File: src/rtl/tick_scheduler_if.sv
// Control/status bundle between the game FSM, the pulse divider and tick_scheduler.
// Pulse comes from the divider, N goes back to it; the rest is game-level control and status.
interface tick_scheduler_if #(
    parameter int WIDTH = 28
);
    logic             Start;
    logic             Pause;
    logic             Stop;
    logic             Pulse;
    logic [WIDTH-1:0] N;
    logic [3:0]       Tick;
    logic [2:0]       Level;
    logic             Running;
    logic             Done;

    modport master (
        output Start, Pause, Stop, Pulse,
        input  N, Tick, Level, Running, Done
    );

    modport slave (
        input  Start, Pause, Stop, Pulse,
        output N, Tick, Level, Running, Done
    );
endinterface

File: src/rtl/tick_scheduler.sv
// Speed-level sequencer: shrinks divider count N per level and fans Pulse out round-robin as Tick.
// All outputs registered, one-cycle latency; no backpressure, Pulse is dropped outside RUN.
module tick_scheduler #(
    parameter int WIDTH           = 28,
    parameter int BASE_N          = 50000000,
    parameter int STEP            = 5000000,
    parameter int MIN_N           = 5000000,
    parameter int TICKS_PER_LEVEL = 32
) (
    input logic             Clk,
    input logic             Reset,
    tick_scheduler_if.slave bus
);
    localparam logic [1:0] S_IDLE   = 2'd0;
    localparam logic [1:0] S_RUN    = 2'd1;
    localparam logic [1:0] S_PAUSED = 2'd2;
    localparam logic [1:0] S_FINISH = 2'd3;

    localparam int CW = (TICKS_PER_LEVEL > 1) ? $clog2(TICKS_PER_LEVEL) : 1;
    localparam logic [CW-1:0] CNT_LAST = CW'(TICKS_PER_LEVEL - 1);

    localparam logic signed [WIDTH+3:0] BASE_S = (WIDTH+4)'(BASE_N);
    localparam logic signed [WIDTH+3:0] STEP_S = (WIDTH+4)'(STEP);
    localparam logic signed [WIDTH+3:0] MIN_S  = (WIDTH+4)'(MIN_N);

    logic [1:0]       state;
    logic [WIDTH-1:0] n_q;
    logic [3:0]       tick_q;
    logic [2:0]       level_q;
    logic [CW-1:0]    cnt;
    logic [1:0]       ptr;
    logic             running_q;
    logic             done_q;

    // Extra headroom bits keep BASE_N - STEP*L from wrapping; negatives clamp to the floor.
    function automatic logic [WIDTH-1:0] level_n(input logic [2:0] lvl);
        logic signed [WIDTH+3:0] v;
        v = BASE_S - STEP_S * $signed({{(WIDTH+1){1'b0}}, lvl});
        if (v < MIN_S) level_n = WIDTH'(MIN_N);
        else           level_n = v[WIDTH-1:0];
    endfunction

    always_ff @(posedge Clk or negedge Reset) begin
        if (!Reset) begin
            state     <= S_IDLE;
            n_q       <= '0;
            tick_q    <= '0;
            level_q   <= '0;
            cnt       <= '0;
            ptr       <= '0;
            running_q <= 1'b0;
            done_q    <= 1'b0;
        end else begin
            tick_q <= '0;
            if (bus.Stop) begin
                state     <= S_IDLE;
                n_q       <= '0;
                level_q   <= '0;
                cnt       <= '0;
                ptr       <= '0;
                running_q <= 1'b0;
                done_q    <= 1'b0;
            end else begin
                case (state)
                    S_IDLE, S_FINISH: begin
                        if (bus.Start) begin
                            state     <= S_RUN;
                            n_q       <= WIDTH'(BASE_N);
                            level_q   <= '0;
                            cnt       <= '0;
                            ptr       <= '0;
                            running_q <= 1'b1;
                            done_q    <= 1'b0;
                        end
                    end
                    S_RUN: begin
                        // Pause outranks Pulse, so a colliding Pulse is lost entirely.
                        if (bus.Pause) begin
                            state     <= S_PAUSED;
                            n_q       <= '0;
                            running_q <= 1'b0;
                        end else if (bus.Pulse) begin
                            tick_q <= 4'b0001 << ptr;
                            ptr    <= ptr + 2'd1;
                            if (cnt == CNT_LAST) begin
                                cnt <= '0;
                                if (level_q == 3'd7) begin
                                    state     <= S_FINISH;
                                    n_q       <= '0;
                                    running_q <= 1'b0;
                                    done_q    <= 1'b1;
                                end else begin
                                    level_q <= level_q + 3'd1;
                                    n_q     <= level_n(level_q + 3'd1);
                                end
                            end else begin
                                cnt <= cnt + 1'b1;
                            end
                        end
                    end
                    S_PAUSED: begin
                        if (!bus.Pause) begin
                            state     <= S_RUN;
                            n_q       <= level_n(level_q);
                            running_q <= 1'b1;
                        end
                    end
                    default: state <= S_IDLE;
                endcase
            end
        end
    end

    assign bus.N       = n_q;
    assign bus.Tick    = tick_q;
    assign bus.Level   = level_q;
    assign bus.Running = running_q;
    assign bus.Done    = done_q;
endmodule

File: src/flat_wrapper.sv
// flat-port wrapper written by rule: the top's interface ports become plain ports
module tick_scheduler_flat 
#(
    parameter int WIDTH           = 28,
    parameter int BASE_N          = 50000000,
    parameter int STEP            = 5000000,
    parameter int MIN_N           = 5000000,
    parameter int TICKS_PER_LEVEL = 32
)
  (Clk, Reset, bus_Start, bus_Pause, bus_Stop, bus_Pulse, bus_N, bus_Tick, bus_Level, bus_Running, bus_Done);
  tick_scheduler_if #(.WIDTH(WIDTH)) bus_i ();
  input logic Clk;
  input logic Reset;
  input wire logic [$bits(bus_i.Start)-1:0] bus_Start;
  input wire logic [$bits(bus_i.Pause)-1:0] bus_Pause;
  input wire logic [$bits(bus_i.Stop)-1:0] bus_Stop;
  input wire logic [$bits(bus_i.Pulse)-1:0] bus_Pulse;
  output wire logic [$bits(bus_i.N)-1:0] bus_N;
  output wire logic [$bits(bus_i.Tick)-1:0] bus_Tick;
  output wire logic [$bits(bus_i.Level)-1:0] bus_Level;
  output wire logic [$bits(bus_i.Running)-1:0] bus_Running;
  output wire logic [$bits(bus_i.Done)-1:0] bus_Done;
  assign bus_i.Start = bus_Start;
  assign bus_i.Pause = bus_Pause;
  assign bus_i.Stop = bus_Stop;
  assign bus_i.Pulse = bus_Pulse;
  assign bus_N = bus_i.N;
  assign bus_Tick = bus_i.Tick;
  assign bus_Level = bus_i.Level;
  assign bus_Running = bus_i.Running;
  assign bus_Done = bus_i.Done;
  tick_scheduler #(.WIDTH(WIDTH), .BASE_N(BASE_N), .STEP(STEP), .MIN_N(MIN_N), .TICKS_PER_LEVEL(TICKS_PER_LEVEL)) u_core (.Clk(Clk), .Reset(Reset), .bus(bus_i));
endmodule
File: config.mk
export PLATFORM = sky130hd
export DESIGN_NAME = tick_scheduler_flat
export DESIGN_NICKNAME = d
export VERILOG_FILES = /design/src/rtl/tick_scheduler_if.sv /design/src/rtl/tick_scheduler.sv /design/src/flat_wrapper.sv
export SDC_FILE = /design/constraint.sdc
export NUM_CORES = 1
export LEC_CHECK = 0
export BUFFER_PORTS_ARGS = -buffer_cell sky130_fd_sc_hd__buf_2
export CAP_MARGIN = 10
export CORE_UTILIZATION = 35
export CTS_BUF_LIST = sky130_fd_sc_hd__clkbuf_16
export CTS_CLUSTER_DIAMETER = 30
export DETAILED_ROUTE_END_ITERATION = 8
export PLACE_DENSITY = 0.56
export SYNTH_ARGS = -nofsm -noshare
export SYNTH_HDL_FRONTEND = slang
export SYNTH_SLANG_ARGS = --single-unit
File: constraint.sdc
create_clock -name Clk -period 5.7 [get_ports Clk]
set_clock_uncertainty 0.2 [all_clocks]
set_input_delay 0.855 -clock Clk [delete_from_list [all_inputs] [get_ports Clk]]
set_output_delay 0.855 -clock Clk [all_outputs]
set_load 0.05 [all_outputs]
==> key figures, run 1 <==
Placed design
  – Count of buffers from port buffering: 36
  – Sum of net half-perimeters after detailed placement: 9832 um
  – Worst-case setup slack after placement: 753.9 ps
  – Routability cong.: 0.9031
  – Post-detailed-placement cell area: 4554 um2

Worst setup path
  – Crit Path Class: flop to flop
  – Max Fanout on Critical Path: 28
  – Critical Path Start: u_core.bus.Level[0]
  – Sort of element at the start of the critical path: flop
  – CP endpoint kind: flop
  – Worst path arrival time: 5000 ps
  – Worst r2r src: u_core.bus.Level[0]
  – Worst reg-to-reg setup slack: 680 ps
  – WP data required: 5680 ps

Clock network
  – Number of resized instances in the post-cts repair step: 0
  – Count of clock tree sinks: 40
  – CTS clock-pin slew for the worst setup and hold paths: 70 ps
  – Number of buffers inserted to repair setup after CTS: 0
  – Root cell of the clock tree: sky130_fd_sc_hd__clkbuf_16
  – Latest clock arrival within the worst-skew pair: 290 ps
  – Max Root-Sink Buffers: 2
  – Maximum level of the CTS H-tree: 2
  – Total clock buffers created by CTS: 5
  – Clock tree from TritonCTS: yes
  – Post-CTS Hold Buffers: 0

Synthesis
  – Synthesis Warnings: 0
  – Instance count of the mapped netlist: 525
  – Portion of the post-synthesis area used by sequential elements: 23.43%
  – Combined area of all synthesized cells: 4272 um2
  – Mean cell area of the mapped netlist: 8.136 um2
  – Flop and latch count out of synthesis: 40
  – Cells taking the most area after synthesis: sky130_fd_sc_hd__dfrtp_1, sky130_fd_sc_hd__ha_1, sky130_fd_sc_hd__xnor2_1
  – Area share of the leading cell type in the synthesized netlist: 23.43%
  – Count of flip-flops with a built-in enable after synthesis: 0
  – Most frequent cells after synthesis: sky130_fd_sc_hd__nand2_1, sky130_fd_sc_hd__dfrtp_1, sky130_fd_sc_hd__a21oi_1, sky130_fd_sc_hd__nor2_1, sky130_fd_sc_hd__ha_1
  – Yosys top cell by area: sky130_fd_sc_hd__dfrtp_1
  – Most used DFF post-synth: sky130_fd_sc_hd__dfrtp_1
  – Proportion of synthesized flip-flops having asynchronous set or reset: 100.0%
  – Number of distinct library cells after synthesis: 82
  – Library cell with the highest instance count after synthesis: sky130_fd_sc_hd__nand2_1

STA
  – Final setup TNS: 0 ps
  – Number of slew-limit violations in the final report: 0
  – Highest attainable clock frequency: 0.1992 GHz
  – Time the final worst path needs with I/O delays and setup: 5020 ps
  – Final hold violation count: 0
  – Worst path setup slack after routing: 679.6 ps
  – Tightest Pin Transition: 959.9 ps
  – Final setup vio count: 0
  – RSZ-0062 raised after global routing: no
  – Max-Slew Margin vs Limit: 34.18%
  – Fraction of the cycle the final worst path needs: 88.08%

Cells and area
  – Post-route cell area: 4726 um2
  – Number of antenna diodes: 0
  – Core occupancy in the finished layout: 40.52%
  – Nets: 592
  – Area growth from synthesis to layout: 10.63%
  – Fraction of layout instances using a drive strength above 1: 13.74%

Detailed routing
  – Overall routed net length: 12770 um
  – Detailed-route wire length per cell: 18.35 um
  – Pre-Repair DR Iteration Count: 4
  – Antenna viol nets, final: 0
  – DRC violation count after routing: 0
  – Via count: 4125
  – Iteration-0 DRC count of the detailed router: 259
  – Number of vias per cell: 5.927

Floorplanning
  – Count of boundary I/O pins: 43
  – Die Wd: 112.5 um
  – Std-Cell Core Area: 11660 um2
  – Standard-cell rows: 39
  – Vertical extent of the die: 112.5 um
  – Die area: 12650 um2
  – Starting density of the core: 36.63%

Pwr
  – Leakage power total: 1.956 nW
  – Maximum resistive drop on vdd: 0.1537 mV
  – Pwr per Cell Area: 265.2 nW/um2

GRT
  – Total global routing track utilization: 20.94%
  – Global-route wire length before repair: 21200 um
  – Maximum number of pins on one net before global-route repair: 41
  – Total congestion overflow: 0
  – Number of antenna violations at the first check in global routing: 0
  – Number of global-route vias before repair: 3994

Status
  – Status: complete, no violations

Hold path
  – Critical hold path startpoint: u_core.bus.N[23]
  – Hold Crit Class: flop to flop

Job
  – Number of maximum-capacitance constraint violations: 0
-- worst max-delay path, stage by stage, from the launching register on --
cell and delay (ps):
sky130_fd_sc_hd__dfrtp_1 580, sky130_fd_sc_hd__buf_4 390, sky130_fd_sc_hd__ha_1 410, sky130_fd_sc_hd__ha_1 400, sky130_fd_sc_hd__nor2_1 70, sky130_fd_sc_hd__nor3b_1 460
sky130_fd_sc_hd__a2bb2oi_1 570, sky130_fd_sc_hd__nor2_1 150, sky130_fd_sc_hd__o211ai_1 220, sky130_fd_sc_hd__xor2_1 310, sky130_fd_sc_hd__o41ai_1 170, sky130_fd_sc_hd__a21oi_2 450
sky130_fd_sc_hd__a21oi_1 180, sky130_fd_sc_hd__a211oi_1 320
-- routing by layer --
metal	part of all wire (%)	GRT usage (%)	vias up
met4	1.7	6.222	0
met1	48	28.57	1999
met3	4.2	2.052	16
met2	46	35.03	117
li1	-	-	1993
met5	0	0	-
-- through the flow --
stage | std cells | hold slack [ps] | total power [W]
after floorplan | 530 | 253.8 | 0.0007786
after global placement | 688 | 256.3 | 0.0009226
after detailed placement | 688 | 263.3 | 0.0009222
after CTS | 696 | 276.7 | 0.001253
after global routing | 696 | 303.9 | 0.001324
final | 696 | 267.9 | 0.001253
-- cells in the final DEF (no fill, tap or decap), types with 3 or more instances in the layout --
cell type / synthesis / final
sky130_fd_sc_hd__nor2b_1: 8 / 8
sky130_fd_sc_hd__nor2_1: 32 / 32
sky130_fd_sc_hd__and3_1: 6 / 6
sky130_fd_sc_hd__o22ai_1: 6 / 6
sky130_fd_sc_hd__o31ai_1: 4 / 4
sky130_fd_sc_hd__nand4_1: 6 / 6
sky130_fd_sc_hd__buf_4: 8 / 10
sky130_fd_sc_hd__xnor2_1: 29 / 29
sky130_fd_sc_hd__a21o_1: 4 / 4
sky130_fd_sc_hd__fa_1: 3 / 3
sky130_fd_sc_hd__nand2_1: 44 / 44
sky130_fd_sc_hd__o31a_1: 3 / 3
sky130_fd_sc_hd__inv_1: 19 / 19
sky130_fd_sc_hd__conb_1: 1 / 6
sky130_fd_sc_hd__a211o_1: 7 / 7
sky130_fd_sc_hd__dfrtp_1: 40 / 40
sky130_fd_sc_hd__a32oi_1: 4 / 4
sky130_fd_sc_hd__a31o_1: 3 / 3
sky130_fd_sc_hd__o21ai_0: 30 / 30
sky130_fd_sc_hd__nand3_1: 21 / 21
sky130_fd_sc_hd__or3_1: 8 / 8
sky130_fd_sc_hd__nand2b_1: 12 / 12
sky130_fd_sc_hd__o211ai_1: 4 / 4
sky130_fd_sc_hd__o21a_1: 3 / 3
sky130_fd_sc_hd__and2_1: 13 / 13
sky130_fd_sc_hd__ha_1: 31 / 31
sky130_fd_sc_hd__a211oi_1: 12 / 12
sky130_fd_sc_hd__nor4_1: 4 / 4
sky130_fd_sc_hd__a311oi_1: 3 / 3
sky130_fd_sc_hd__a31oi_1: 11 / 11
sky130_fd_sc_hd__o21bai_1: 4 / 4
sky130_fd_sc_hd__buf_2: 7 / 36
sky130_fd_sc_hd__clkbuf_16: 0 / 5
sky130_fd_sc_hd__nor3b_1: 5 / 5
sky130_fd_sc_hd__nor3_1: 19 / 19
sky130_fd_sc_hd__xor2_1: 6 / 6
sky130_fd_sc_hd__nand3b_1: 4 / 4
sky130_fd_sc_hd__a21oi_1: 34 / 34
-- final cells by class --
type | count | area (um2)
multi-input cells | 439 | 3044
inverters | 20 | 75.07
clock inverters | 3 | 46.29
well taps | 143 | 178.9
fillers | 1185 | 6937
clock buffers | 5 | 125.1
flip-flops and latches | 40 | 1001
repair buffers | 46 | 255.2
-- path summary, 6_finish.rpt --
| path | endpoint | depth (start not counted) |
|---|---|---|
| setup / recovery | u_core.bus.N[20] | 13 |
| hold / removal | u_core.bus.N[23] | 2 |
| setup reg to reg | u_core.bus.N[20] | 13 |
| hold reg to reg | u_core.bus.N[23] | 2 |
| max in group asynchronous | u_core.ptr[1] | 1 |
| min in group asynchronous | u_core.bus.Level[1] | 1 |
-- cell families after synthesis --
family | Yosys count | synth area share (%)
other cells | 1 | 0.08779
mux | 3 | 0.7323
fa+ha+maj | 34 | 10.49
flops | 40 | 23.43
xor+xnor | 36 | 7.557
buf+inv | 51 | 5.741
compound gates | 164 | 27.51
simple gates | 196 | 24.46
-- flip-flops by register name, summed over array words and instances, names as in the netlist --
register,count
u_core.bus.N,22
u_core.cnt,5
u_core.bus.Tick,4
u_core.bus.Level,3
u_core.ptr,2
u_core.state,2
u_core.bus.Done,1
u_core.bus.Running,1
-- power breakdown --
group / leakage [nW] / internal [W] / switching [W]
clock network: 0.0804 / 0.000208 / 0.000122
logic: 1.34 / 0.000158 / 0.000414
registers: 0.540 / 0.000323 / 0.0000291
total: 1.96 / 0.000689 / 0.000564
No activity file was read; power rests on OpenSTA's default activity.
==> run 2, diff against run 1 <==
ABC_AREA = 1   (was not set)
CELL_PAD_IN_SITES_DETAIL_PLACEMENT = 1   (was not set)
CELL_PAD_IN_SITES_GLOBAL_PLACEMENT = 1   (was not set)
PLACE_DENSITY = 0.73   (was 0.56)
==> run 2 against run 1 <==
Against the previous run: global-route usage is 1.2 points higher; area after synthesis is 1.8% higher; highest routed layer unchanged; critical path type unchanged; die area is 1.8% higher; register-to-register slack better by 350 ps; first-iteration DRC count is 22% lower; largest cell class unchanged; sequential share of layout area is 0.44 points lower; cell count is 27% higher; critical path depth is 10 higher; final area is 2.1% higher.
==> key figures, run 2 <==
Clock network
  – Count of clock tree sinks: 40
  – Latest clock arrival within the worst-skew pair: 290 ps
  – Post-CTS Hold Buffers: 0
  – Number of resized instances in the post-cts repair step: 0
  – Clock tree from TritonCTS: yes
  – CTS clock-pin slew for the worst setup and hold paths: 70 ps
  – Total clock buffers created by CTS: 5
  – Maximum level of the CTS H-tree: 2
  – Number of buffers inserted to repair setup after CTS: 0
  – Root cell of the clock tree: sky130_fd_sc_hd__clkbuf_16
  – Max Root-Sink Buffers: 2

Worst setup path
  – Crit Path Class: flop to flop
  – Capturing point of the worst reg2reg path: u_core.bus.N[16]
  – Worst reg-to-reg setup slack: 1030 ps
  – WP data required: 5670 ps
  – Sort of element at the start of the critical path: flop
  – Max Fanout on Critical Path: 16
  – Worst path arrival time: 4650 ps
  – Worst r2r src: u_core.bus.Level[0]
  – Number of cells on the worst reg-to-reg path: 23
  – CP endpoint kind: flop

Pwr
  – Leakage power total: 2.622 nW
  – Maximum resistive drop on vdd: 0.1484 mV
  – Pwr per Cell Area: 425.5 nW/um2

Synthesis
  – Combined area of all synthesized cells: 4349 um2
  – Cells taking the most area after synthesis: sky130_fd_sc_hd__dfrtp_1, sky130_fd_sc_hd__nand2_1, sky130_fd_sc_hd__ha_1
  – Synthesis Warnings: 0
  – Instance count of the mapped netlist: 683
  – Mean cell area of the mapped netlist: 6.368 um2
  – Number of distinct library cells after synthesis: 45
  – Count of flip-flops with a built-in enable after synthesis: 0
  – Most frequent cells after synthesis: sky130_fd_sc_hd__nand2_1, sky130_fd_sc_hd__inv_1, sky130_fd_sc_hd__nand3_1, sky130_fd_sc_hd__nor2_1, sky130_fd_sc_hd__dfrtp_1
  – Most used DFF post-synth: sky130_fd_sc_hd__dfrtp_1
  – Proportion of synthesized flip-flops having asynchronous set or reset: 100.0%
  – Area share of the leading cell type in the synthesized netlist: 23.01%
  – Yosys top cell by area: sky130_fd_sc_hd__dfrtp_1
  – Flop and latch count out of synthesis: 40
  – Portion of the post-synthesis area used by sequential elements: 23.01%
  – Library cell with the highest instance count after synthesis: sky130_fd_sc_hd__nand2_1

GRT
  – Global-route wire length before repair: 22890 um
  – Number of antenna violations at the first check in global routing: 0
  – Number of global-route vias before repair: 4586
  – Total global routing track utilization: 22.13%
  – Maximum number of pins on one net before global-route repair: 41
  – Total congestion overflow: 0

STA
  – Tightest Pin Transition: 941.7 ps
  – Final setup vio count: 0
  – Max-Slew Margin vs Limit: 37.22%
  – Fraction of the cycle the final worst path needs: 82.01%
  – RSZ-0062 raised after global routing: no
  – Number of slew-limit violations in the final report: 0
  – Time the final worst path needs with I/O delays and setup: 4675 ps
  – Final setup TNS: 0 ps
  – Highest attainable clock frequency: 0.2139 GHz
  – Final hold violation count: 0
  – Min Hold Slack: 271.1 ps

Placed design
  – Count of buffers from port buffering: 36
  – Routability cong.: 0.8694
  – Sum of net half-perimeters after detailed placement: 11000 um

Hold path
  – Critical hold path startpoint: u_core.bus.N[9]
  – Hold depth: 2
  – Terminating pin of the worst hold path: u_core.bus.N[9]
  – Hold Crit Class: flop to flop

Detailed routing
  – Pre-Repair DR Iteration Count: 4
  – Via count: 4437
  – Overall routed net length: 13650 um
  – Iteration-0 DRC count of the detailed router: 203
  – Number of vias per cell: 5.019
  – Detailed-route wire length per cell: 15.44 um
  – Antenna viol nets, final: 0
  – DRC violation count after routing: 0

Cells and area
  – Nets: 755
  – Fraction of layout instances using a drive strength above 1: 14.66%
  – Highest-count cells in the layout ignoring fill and taps: sky130_fd_sc_hd__nand2_1, sky130_fd_sc_hd__inv_1, sky130_fd_sc_hd__nand3_1
  – Leading cell type in the layout, fill and taps excluded: sky130_fd_sc_hd__nand2_1
  – Fillers: 1599
  – Number of antenna diodes: 0
  – Flip-flop count of the largest register after layout: 22
  – Area growth from synthesis to layout: 10.96%

Status
  – Status: complete, no violations

Floorplanning
  – Standard-cell rows: 40
  – Vertical extent of the die: 113.5 um
  – Std-Cell Core Area: 12060 um2
  – Die Wd: 113.5 um
  – Starting density of the core: 36.06%
  – Die area: 12880 um2
  – Count of boundary I/O pins: 43

Job
  – Number of maximum-capacitance constraint violations: 0
run 2: cell type report:
cell class / count / area (um2) / share of cell area (%)
Multi-Input combinational cell: 542 / 2899 / 60.07
Tap cell: 168 / 210.2 / 4.356
Clock buffer: 5 / 125.1 / 2.593
Inverter: 85 / 326.6 / 6.767
Sequential cell: 40 / 1001 / 20.74
Clock inverter: 3 / 46.29 / 0.9593
Timing Repair Buffer: 41 / 217.7 / 4.511
run 2: power breakdown:
group	switching [W]	internal (W)	total (W)
Combinational	0.000960	0.000357	0.00132
Clock	0.000128	0.000208	0.000337
Sequential	0.0000455	0.000354	0.000400
Total	0.00113	0.000920	0.00205
run 2: metrics by stage:
step | instances | cell area [um2] | setup WS [ps] | utilization, % | total power, W
3_5_place_dp | 876 | 4654 | 1072 | 38.59 | 0.001716
6_report | 884 | 4826 | 1025 | 40.01 | 0.002053
3_3_place_gp | 876 | 4654 | 1199 | 38.59 | 0.001683
4_1_cts | 884 | 4826 | 1039 | 40.01 | 0.002056
5_1_grt | 884 | 4826 | 618.6 | 40.01 | 0.002217
2_1_floorplan | 688 | 4368 | 1166 | - | 0.001375
run 2: logic make-up after synthesis:
| group | count (synthesis) | share of synthesized area (%) |
|---|---|---|
| AND/OR/NAND/NOR | 437 | 45.54 |
| buffers and inverters | 106 | 10.76 |
| AO/OA/AOI/OAI | 49 | 6.733 |
| flip-flops | 40 | 23.01 |
| adder cells (fa/ha/maj) | 34 | 10.30 |
| XOR/XNOR | 16 | 3.567 |
| other | 1 | 0.08622 |
run 2: worst max path at each step:
stage	from	endpoint	slack, ps	depth (start not counted)
2_1_floorplan	u_core.bus.Level[1]	u_core.bus.N[23]	1170	22
3_3_place_gp	u_core.bus.Level[0]	u_core.bus.N[20]	1200	21
3_5_place_dp	u_core.bus.Level[0]	u_core.bus.N[20]	1070	21
4_1_cts	u_core.bus.Level[0]	u_core.bus.N[24]	1040	21
5_1_grt	u_core.bus.Level[0]	u_core.bus.N[20]	620	27
6_report	u_core.bus.Level[0]	u_core.bus.N[16]	1030	23
run 2: worst max-delay path: stages, from the launching register on:
cell,delay (ps)
sky130_fd_sc_hd__dfrtp_1,510
sky130_fd_sc_hd__ha_1,400
sky130_fd_sc_hd__ha_1,670
sky130_fd_sc_hd__ha_1,320
sky130_fd_sc_hd__nand2_1,90
sky130_fd_sc_hd__fa_1,360
sky130_fd_sc_hd__inv_1,90
sky130_fd_sc_hd__nand3_2,90
sky130_fd_sc_hd__nand2_2,110
sky130_fd_sc_hd__nand3_2,110
sky130_fd_sc_hd__inv_2,130
sky130_fd_sc_hd__nor2_1,70
sky130_fd_sc_hd__nor2_1,120
sky130_fd_sc_hd__nand2_2,90
sky130_fd_sc_hd__o211ai_1,330
sky130_fd_sc_hd__nand2_1,160
sky130_fd_sc_hd__nor2_4,130
sky130_fd_sc_hd__nand2_4,140
sky130_fd_sc_hd__nand3_1,140
sky130_fd_sc_hd__inv_2,70
sky130_fd_sc_hd__nand2_1,60
sky130_fd_sc_hd__nand2_1,50
sky130_fd_sc_hd__nand2_1,60
sky130_fd_sc_hd__nand2_1,50
run 2: routing by layer:
layer  vias to the layer above  global-route usage, %  part of all wire, %
met3                        18                  2.125                  2.4
li1                       2217                      -                    -
met1                      2143                  30.25                   49
met4                         0                  4.474                  1.4
met5                         -                      0                    0
met2                        59                  37.89                   47
